### config.mk
export PLATFORM = sky130hd
export DESIGN_NAME = we_register_bank
export DESIGN_NICKNAME = d
export VERILOG_FILES = /design/src/rtl/we_bank_pkg.sv /design/src/rtl/we_register_bank_scan_timer.sv /design/src/rtl/we_register_bank.sv
export SDC_FILE = /design/constraint.sdc
export NUM_CORES = 1
export LEC_CHECK = 0
export CORE_AREA = 10 10 120 122
export CTS_BUF_LIST = sky130_fd_sc_hd__clkbuf_2 sky130_fd_sc_hd__clkbuf_4 sky130_fd_sc_hd__clkbuf_8
export DETAILED_ROUTE_END_ITERATION = 10
export DIE_AREA = 0 0 130 132
export PLACE_DENSITY = 0.51
export SKIP_CTS_REPAIR_TIMING = 1
export SLEW_MARGIN = 30
export SYNTH_ARGS = -nofsm -noshare
export SYNTH_HDL_FRONTEND = slang
export SYNTH_HIERARCHICAL = 1
export SYNTH_SLANG_ARGS = --single-unit
### constraint.sdc
create_clock -name clk -period 5.4 [get_ports clk]
set_clock_uncertainty 0.2 [all_clocks]
set_input_delay 1.62 -clock clk [delete_from_list [all_inputs] [get_ports clk]]
set_output_delay 1.62 -clock clk [all_outputs]
set_load 0.01 [all_outputs]
### src/rtl/we_bank_pkg.sv
// Shared definitions for the write-enabled register bank.
// Scan state encoding, anode polarity and address width helper.
package we_bank_pkg;

    // Address width for a given channel count, never narrower than 1 bit.
    function automatic int we_bank_aw(input int n);
        return (n <= 2) ? 1 : $clog2(n);
    endfunction

    // Prescaler width for a given slot length, never narrower than 1 bit.
    function automatic int we_bank_pw(input int n);
        return (n <= 2) ? 1 : $clog2(n);
    endfunction

    // Widest anode vector the bank supports; tops slice what they need.
    localparam int ANODE_MAX = 64;

    // Active-low anodes: all ones means every digit is dark.
    localparam logic [ANODE_MAX-1:0] ANODE_OFF = '1;

    // Scan sequencer states.
    localparam logic [0:0] ST_IDLE = 1'b0;
    localparam logic [0:0] ST_RUN  = 1'b1;

endpackage

### src/rtl/we_register_bank_scan_timer.sv
// Scan sequencer: prescaler plus slot counter for the register bank.
// slot_nxt exposes the next slot so the top can register its anodes.
module scan_timer
    import we_bank_pkg::*;
#(
    parameter int PRESC   = 16,
    parameter int CANALES = 4,
    localparam int AW     = we_bank_aw(CANALES),
    localparam int PW     = we_bank_pw(PRESC)
) (
    input  logic          clk,
    input  logic          rst,
    input  logic          Scan_EN,
    output logic [AW-1:0] slot,
    output logic [AW-1:0] slot_nxt,
    output logic          Slot_Tick
);

    localparam logic [PW-1:0] PLAST = PW'(PRESC - 1);
    localparam logic [AW-1:0] SLAST = AW'(CANALES - 1);

    logic [0:0]    state;
    logic [0:0]    state_nxt;
    logic [PW-1:0] presc;
    logic [PW-1:0] presc_nxt;
    logic          tick_nxt;

    logic          go_idle;
    logic          start;
    logic          wrap;
    logic          count;

    assign go_idle = !Scan_EN;
    assign start   = Scan_EN && (state == ST_IDLE);
    assign wrap    = Scan_EN && (state == ST_RUN) && (presc == PLAST);
    assign count   = Scan_EN && (state == ST_RUN) && (presc != PLAST);

    // Next-state decode; the four conditions are mutually exclusive.
    always_comb begin
        state_nxt = state;
        presc_nxt = presc;
        slot_nxt  = slot;
        tick_nxt  = 1'b0;
        unique case (1'b1)
            go_idle: begin
                state_nxt = ST_IDLE;
                presc_nxt = '0;
                slot_nxt  = '0;
            end
            start: begin
                // First slot starts fresh and carries no tick.
                state_nxt = ST_RUN;
                presc_nxt = '0;
                slot_nxt  = '0;
            end
            wrap: begin
                presc_nxt = '0;
                slot_nxt  = (slot == SLAST) ? '0 : slot + AW'(1);
                tick_nxt  = 1'b1;
            end
            count: begin
                presc_nxt = presc + PW'(1);
            end
            default: begin
                state_nxt = state;
            end
        endcase
    end

    // Sequencer registers; tick is registered so it aligns with slot.
    always_ff @(posedge clk or posedge rst) begin
        if (rst) begin
            state     <= ST_IDLE;
            presc     <= '0;
            slot      <= '0;
            Slot_Tick <= 1'b0;
        end else begin
            state     <= state_nxt;
            presc     <= presc_nxt;
            slot      <= slot_nxt;
            Slot_Tick <= tick_nxt;
        end
    end

endmodule

### src/rtl/we_register_bank.sv
// Multi-channel write-enabled register bank with display scan output.
// Optional readback port enabled by defining WE_BANK_READBACK_EN.
module we_register_bank
    import we_bank_pkg::*;
#(
    parameter int ANCHO   = 4,
    parameter int CANALES = 4,
    parameter int PRESC   = 16,
    localparam int W      = 2 ** ANCHO,
    localparam int AW     = we_bank_aw(CANALES)
) (
    input  logic               clk,
    input  logic               rst,
    input  logic [W-1:0]       Data,
    input  logic [AW-1:0]      Addr,
    input  logic               EN,
    input  logic               Clear,
    input  logic               Scan_EN,
    output logic [CANALES-1:0] Anode,
    output logic [AW-1:0]      Scan_Sel,
    output logic [W-1:0]       Scan_Data,
    output logic               Slot_Tick
`ifdef WE_BANK_READBACK_EN
    ,
    input  logic [AW-1:0]      Rd_Addr,
    output logic [W-1:0]       Rd_Data
`endif
);

    localparam logic [CANALES-1:0] OFF = ANODE_OFF[CANALES-1:0];
    localparam logic [CANALES-1:0] ONE = CANALES'(1);

    logic [W-1:0]  bank [CANALES];
    logic [AW-1:0] slot_nxt;
    logic          wr_ok;

    assign wr_ok = EN && (32'(Addr) < CANALES);

    scan_timer #(
        .PRESC   (PRESC),
        .CANALES (CANALES)
    ) u_timer (
        .clk       (clk),
        .rst       (rst),
        .Scan_EN   (Scan_EN),
        .slot      (Scan_Sel),
        .slot_nxt  (slot_nxt),
        .Slot_Tick (Slot_Tick)
    );

    // Bank storage; Clear wins over a write on the same edge.
    always_ff @(posedge clk or posedge rst) begin
        if (rst) begin
            for (int i = 0; i < CANALES; i++) begin
                bank[i] <= '0;
            end
        end else if (Clear) begin
            for (int i = 0; i < CANALES; i++) begin
                bank[i] <= '0;
            end
        end else if (wr_ok) begin
            bank[Addr] <= Data;
        end
    end

    // Anodes decoded from the next slot so they flip with Scan_Sel.
    always_ff @(posedge clk or posedge rst) begin
        if (rst) begin
            Anode <= OFF;
        end else if (Scan_EN) begin
            Anode <= ~(ONE << slot_nxt);
        end else begin
            Anode <= OFF;
        end
    end

    assign Scan_Data = bank[Scan_Sel];

`ifdef WE_BANK_READBACK_EN
    // Registered readback; a same-edge write is seen one read later.
    always_ff @(posedge clk or posedge rst) begin
        if (rst) begin
            Rd_Data <= '0;
        end else if (32'(Rd_Addr) < CANALES) begin
            Rd_Data <= bank[Rd_Addr];
        end else begin
            Rd_Data <= '0;
        end
    end
`else
    // Readback port and its register are not built.
`endif

endmodule

# Word-level counts from Yosys, hierarchy flattened
# Index checks and enable logic that the tools add are counted.
dict set report word_totals {
  rom_bits 0
  in_bits 23
  latch_bits 0
  output_inout_bits 23
  memories 0
  ramBits 0
  ff_bits 76
  word_cells 47
}
dict set report op_classes {
  addsub 2
  eq_ne 3
  reduce_logical 11
  n_bitwise 4
  mux 14
  mul 0
  n_lt_le_gt_ge 3
  shifts 1
  div_mod_pow 0
}
# op count
set op_table {}
lappend op_table {{64-bit two-way mux} 2}
lappend op_table {{64-bit bitwise mux} 1}
lappend op_table {{16-bit two-way mux} 3}
lappend op_table {{16-bit binary-select mux with 2-bit select} 1}
lappend op_table {{16-bit demux with 2-bit select} 1}
lappend op_table {{4-bit one-hot mux with 2 select lines} 1}
lappend op_table {{3-bit >= comparator, second input constant} 2}
lappend op_table {{2-bit NOT with 3-bit output} 2}
lappend op_table {{2-bit nonzero test} 3}
lappend op_table {{1-bit logical AND} 5}
lappend op_table {{4-bit by 1-bit adder with 4-bit output, second input constant} 1}
lappend op_table {{4-bit equality test, second input constant} 1}
lappend op_table {{4-bit two-way mux} 1}
lappend op_table {{4-bit inequality test, second input constant} 1}
lappend op_table {{4-bit NOT} 1}
lappend op_table {{2-bit one-hot mux with 2 select lines} 1}
lappend op_table {{1-bit by 2-bit left shift with 4-bit output, first input constant} 1}
lappend op_table {{3-bit by 1-bit less-than comparator with 1-bit output, second input constant} 1}
lappend op_table {{3-bit OR reduction} 1}
lappend op_table {{2-bit by 1-bit adder with 2-bit output, second input constant} 1}
lappend op_table {{2-bit equality test, second input constant} 1}
lappend op_table {{2-bit two-way mux} 1}
lappend op_table {{1-bit one-hot mux with 2 select lines} 1}
lappend op_table {{2-bit OR reduction} 1}
lappend op_table {{other kinds (3)} 3}

# Longest topological paths before layout
dict set report depth {
  depth_word 8
  mapped_depth 5
  depth_no_buf 5
}

# Hierarchy
# Netlist, hierarchy kept.
# mod cells_per_inst area_per_inst_um2 seq_area_each_um2 n_inst
set by_module_without_submodules {}
lappend by_module_without_submodules {we_register_bank 259 3394.5 1706.6 1}
lappend by_module_without_submodules {scan_timer 29 340.3 200.2 1}

# Least setup slack after synthesis
# OpenSTA, ideal clock, no wires.
dict set report synth_timing {
  path_kind {register to output}
  from {reg u_timer.slot[0]}
  to {out Scan_Data[10]}
  path_slack_ps 2061
  n_path_buf 2
  stages_incl_launch_ff 4
  t_required_ps 3580
  t_arrival_ps 1519
  cell_sequence {dfrtp_1 > buf_2 > buf_2 > mux4_2}
}
dict set report synth_between {
  elab_chain_cells 4
}
# element line
set synth_rtl {}
lappend synth_rtl {{start, declared} we_register_bank_scan_timer.sv:14} ;# output logic [AW-1:0] slot,
lappend synth_rtl {{start signal, assigned} we_register_bank_scan_timer.sv:80} ;# slot <= slot_nxt;
lappend synth_rtl {{2-bit NOT with 3-bit output (implied by the code)} we_register_bank.sv:77} ;# assign Scan_Data = bank[Scan_Sel];
lappend synth_rtl {{16-bit binary-select mux with 2-bit select} we_register_bank.sv:77}
lappend synth_rtl {{16-bit two-way mux (implied by the code) (2 in a row)} we_register_bank.sv:77}
lappend synth_rtl {{end, declared} we_register_bank.sv:21} ;# output logic [W-1:0] Scan_Data,
# No other way between the ends. The select of a mux whose other input is x is not followed.

# Worst setup path in the final report
dict set report layout_timing {
  from {reg u_timer.slot[0]}
  to {out Scan_Data[6]}
}
# The elaborated chain is that of the path after synthesis.

==> qor.yml <==
grt.total_usage_pct: 10.1
rows: 40
synthMuxAreaShare_pct: 27.1
final_common_cell: "nand2b_1"
tns_ns: 0
drc: 0
drv_cap: 0
yosysWarnings: 6
drtIter0Drc: 125
fmax_mhz: 229
die_y_um: 132
first_pass_iters: 4
dp_hpwl_mm: 5.36
grt_start_max_net_pins: 81
yosys_register_bits: 76
crit_required_ns: 3.58
syn2layout_area_growth_pct: 20.7
synthArstFlopShare_pct: 100
grt_pass1_vias: 2446
ys_seq_area_share_pct: 51.1
crit_type: "reg -> out"
wl_mm: 8.28
r2r_slack_ns: 3.18
die_w_um: 130
synth_xor_area_share_pct: 0.235
cts_buffers: 9
power.density_mw_per_mm2: 259
synthSimpleGateAreaFrac_pct: 17.2
synth_top_family_by_area: "multiplexers"
min_period_over_period_pct: 81.0
crit_path_end_kind: "primary output"
ant_nets: 0
hold_path_class: "reg -> reg"
fin_util_pct: 37.9
critical_path_peak_fanout: 16
synth_cells: 288
syn_avg_cell_area_um2: 13.0
irDropWorstVdd_uv: 135
antenna_found_initial: 0
path_cells: "buf_4 -> mux4_2 -> clkdlybuf4s50_1"
synthAdderAreaFrac_pct: 0.670
clk_pin_slew_worst_paths_ns: 0.07
cts_max_level: 3
drv_slew: 0
setup_viol: 0
diodes: 0
ctsLongestPathBuffers: 2
ys.flop_type: "dfrtp_1"
start_util_pct: 31.4
place_congestion: 0.685
arrival_ns: 2.55
dieArea_mm2: 0.0172
slew_headroom_pct: 38.9
fin_nets: 352
status: "finished, final reports clean"
final_cells: 479
dp_cells: 463
leakagePower_nw: 2.11
num_io_pins: 46
tritoncts: "built"
grt_pass1_wl_mm: 13.7
finalHoldViolations: 0
worst_path_max_delay_cell: "dfrtp_1"
core_area_mm2: 0.0119
tightest_slew_ns: 0.916
viasPerCell: 4.72
wl_per_cell_um: 17.3
synth_area_mm2: 0.00373
finalPower_mw: 1.17
synth_compound_area_share_pct: 0.637
clkLatencyLatePin_ns: 0.34
cp-start-kind: "flip-flop"
syn_nets: 313
vias: 2259
fin_crit_ns: 4.37
numPortBuffers: 45
max_stage_delay_ns: 0.91
grt_setup_unrepaired: "no"
final_cell_mix: "nand2b_1 (80), dfrtp_1 (71), mux2i_1 (65)"
cts_sinks: 76
grt-ovfl-total: 0
yosysUniqueCellTypes: 27
synth_enable_flop_cells: 0
root_buffer: "clkbuf_8"
layout-drive-gt1-share_pct: 14.8
power breakdown:
| group | leakage (nW) | switching [mW] | internal, mW |
|---|---|---|---|
| combinational | 0.967 | 0.0538 | 0.0551 |
| clock | 0.112 | 0.202 | 0.260 |
| sequential | 1.03 | 0.00944 | 0.586 |
| total | 2.11 | 0.265 | 0.902 |
registers in the layout, indices dropped and copies added, names as in the netlist:
signal	flops
bank	64
Anode	4
u_timer/presc	4
u_timer/slot	2
u_timer/Slot_Tick	1
u_timer/state	1
layout make-up:
class | instances | area, um2
clock buffer | 15 | 181
clock inverter | 1 | 30.0
fill | 1176 | 7400
inverter | 3 | 13.8
multi-input combinational | 188 | 1710
sequential | 76 | 1910
tap | 147 | 184
timing repair buffer | 49 | 482
synthesized netlist by cell type, types with 2 or more instances:
library cell | n | area (um2)
and3b_1 | 2 | 17.5
ha_1 | 2 | 25.0
nor2_1 | 3 | 11.3
clkbuf_1 | 11 | 41.3
mux2i_1 | 65 | 651
nand3_2 | 2 | 20.0
a21oi_1 | 2 | 10.0
buf_2 | 7 | 35.0
inv_1 | 3 | 11.3
mux4_2 | 16 | 360
nand2b_1 | 80 | 500
buf_6 | 2 | 22.5
dfstp_2 | 4 | 105
nand3b_1 | 4 | 30.0
nand2_1 | 2 | 7.51
dfrtp_1 | 72 | 1800
critical path, delay by kind of cell, from the launching register on:
family / cells / cell delay (ns)
buffers and inverters: 2 / 0.80
flip-flops: 1 / 0.91
multiplexers: 1 / 0.51
stage by stage:
| step | instance area, um2 | worst slack, ns | hold WS (ns) |
|---|---|---|---|
| detailed placement | 4300 | 1.30 | 0.305 |
| CTS | 4510 | 0.911 | 0.316 |
| global route | 4510 | 0.807 | 0.338 |
| finish | 4510 | 1.03 | 0.310 |
| floorplan | 3730 | 1.88 | 0.259 |
| global placement | 4280 | 1.34 | 0.292 |
kinds of logic (layout without fill, tap and decap cells):
group,count (synthesis),after routing
AND/OR/NAND/NOR,100,100
adder cells (fa/ha/maj),2,2
XOR/XNOR,1,1
flip-flops,76,76
buffers and inverters,24,68
multiplexers,81,81
AO/OA/AOI/OAI,4,4
per-layer routing:
metal	vias up	share of wire [%]	wire length [um]	track usage, %
met1	1149	48	4010	13.7
met4	0	1.3	109	3.19
met2	33	45	3720	14.7
met3	11	5.2	433	3.50
li1	1066	-	-	-
met5	-	0	0	0
worst paths after layout:
kind | start | depth (start not counted) | endpoint
max | u_timer/slot[0] | 3 | Scan_Data[6]
min | u_timer/presc[0] | 1 | u_timer/presc[0]
max reg2reg | u_timer/slot[0] | 4 | Anode[0]
min reg2reg | u_timer/presc[0] | 1 | u_timer/presc[0]
max in group asynchronous | rst | 3 | Anode[2]
min in group asynchronous | rst | 2 | u_timer/presc[0]
Power figures use the tool's default switching activity.
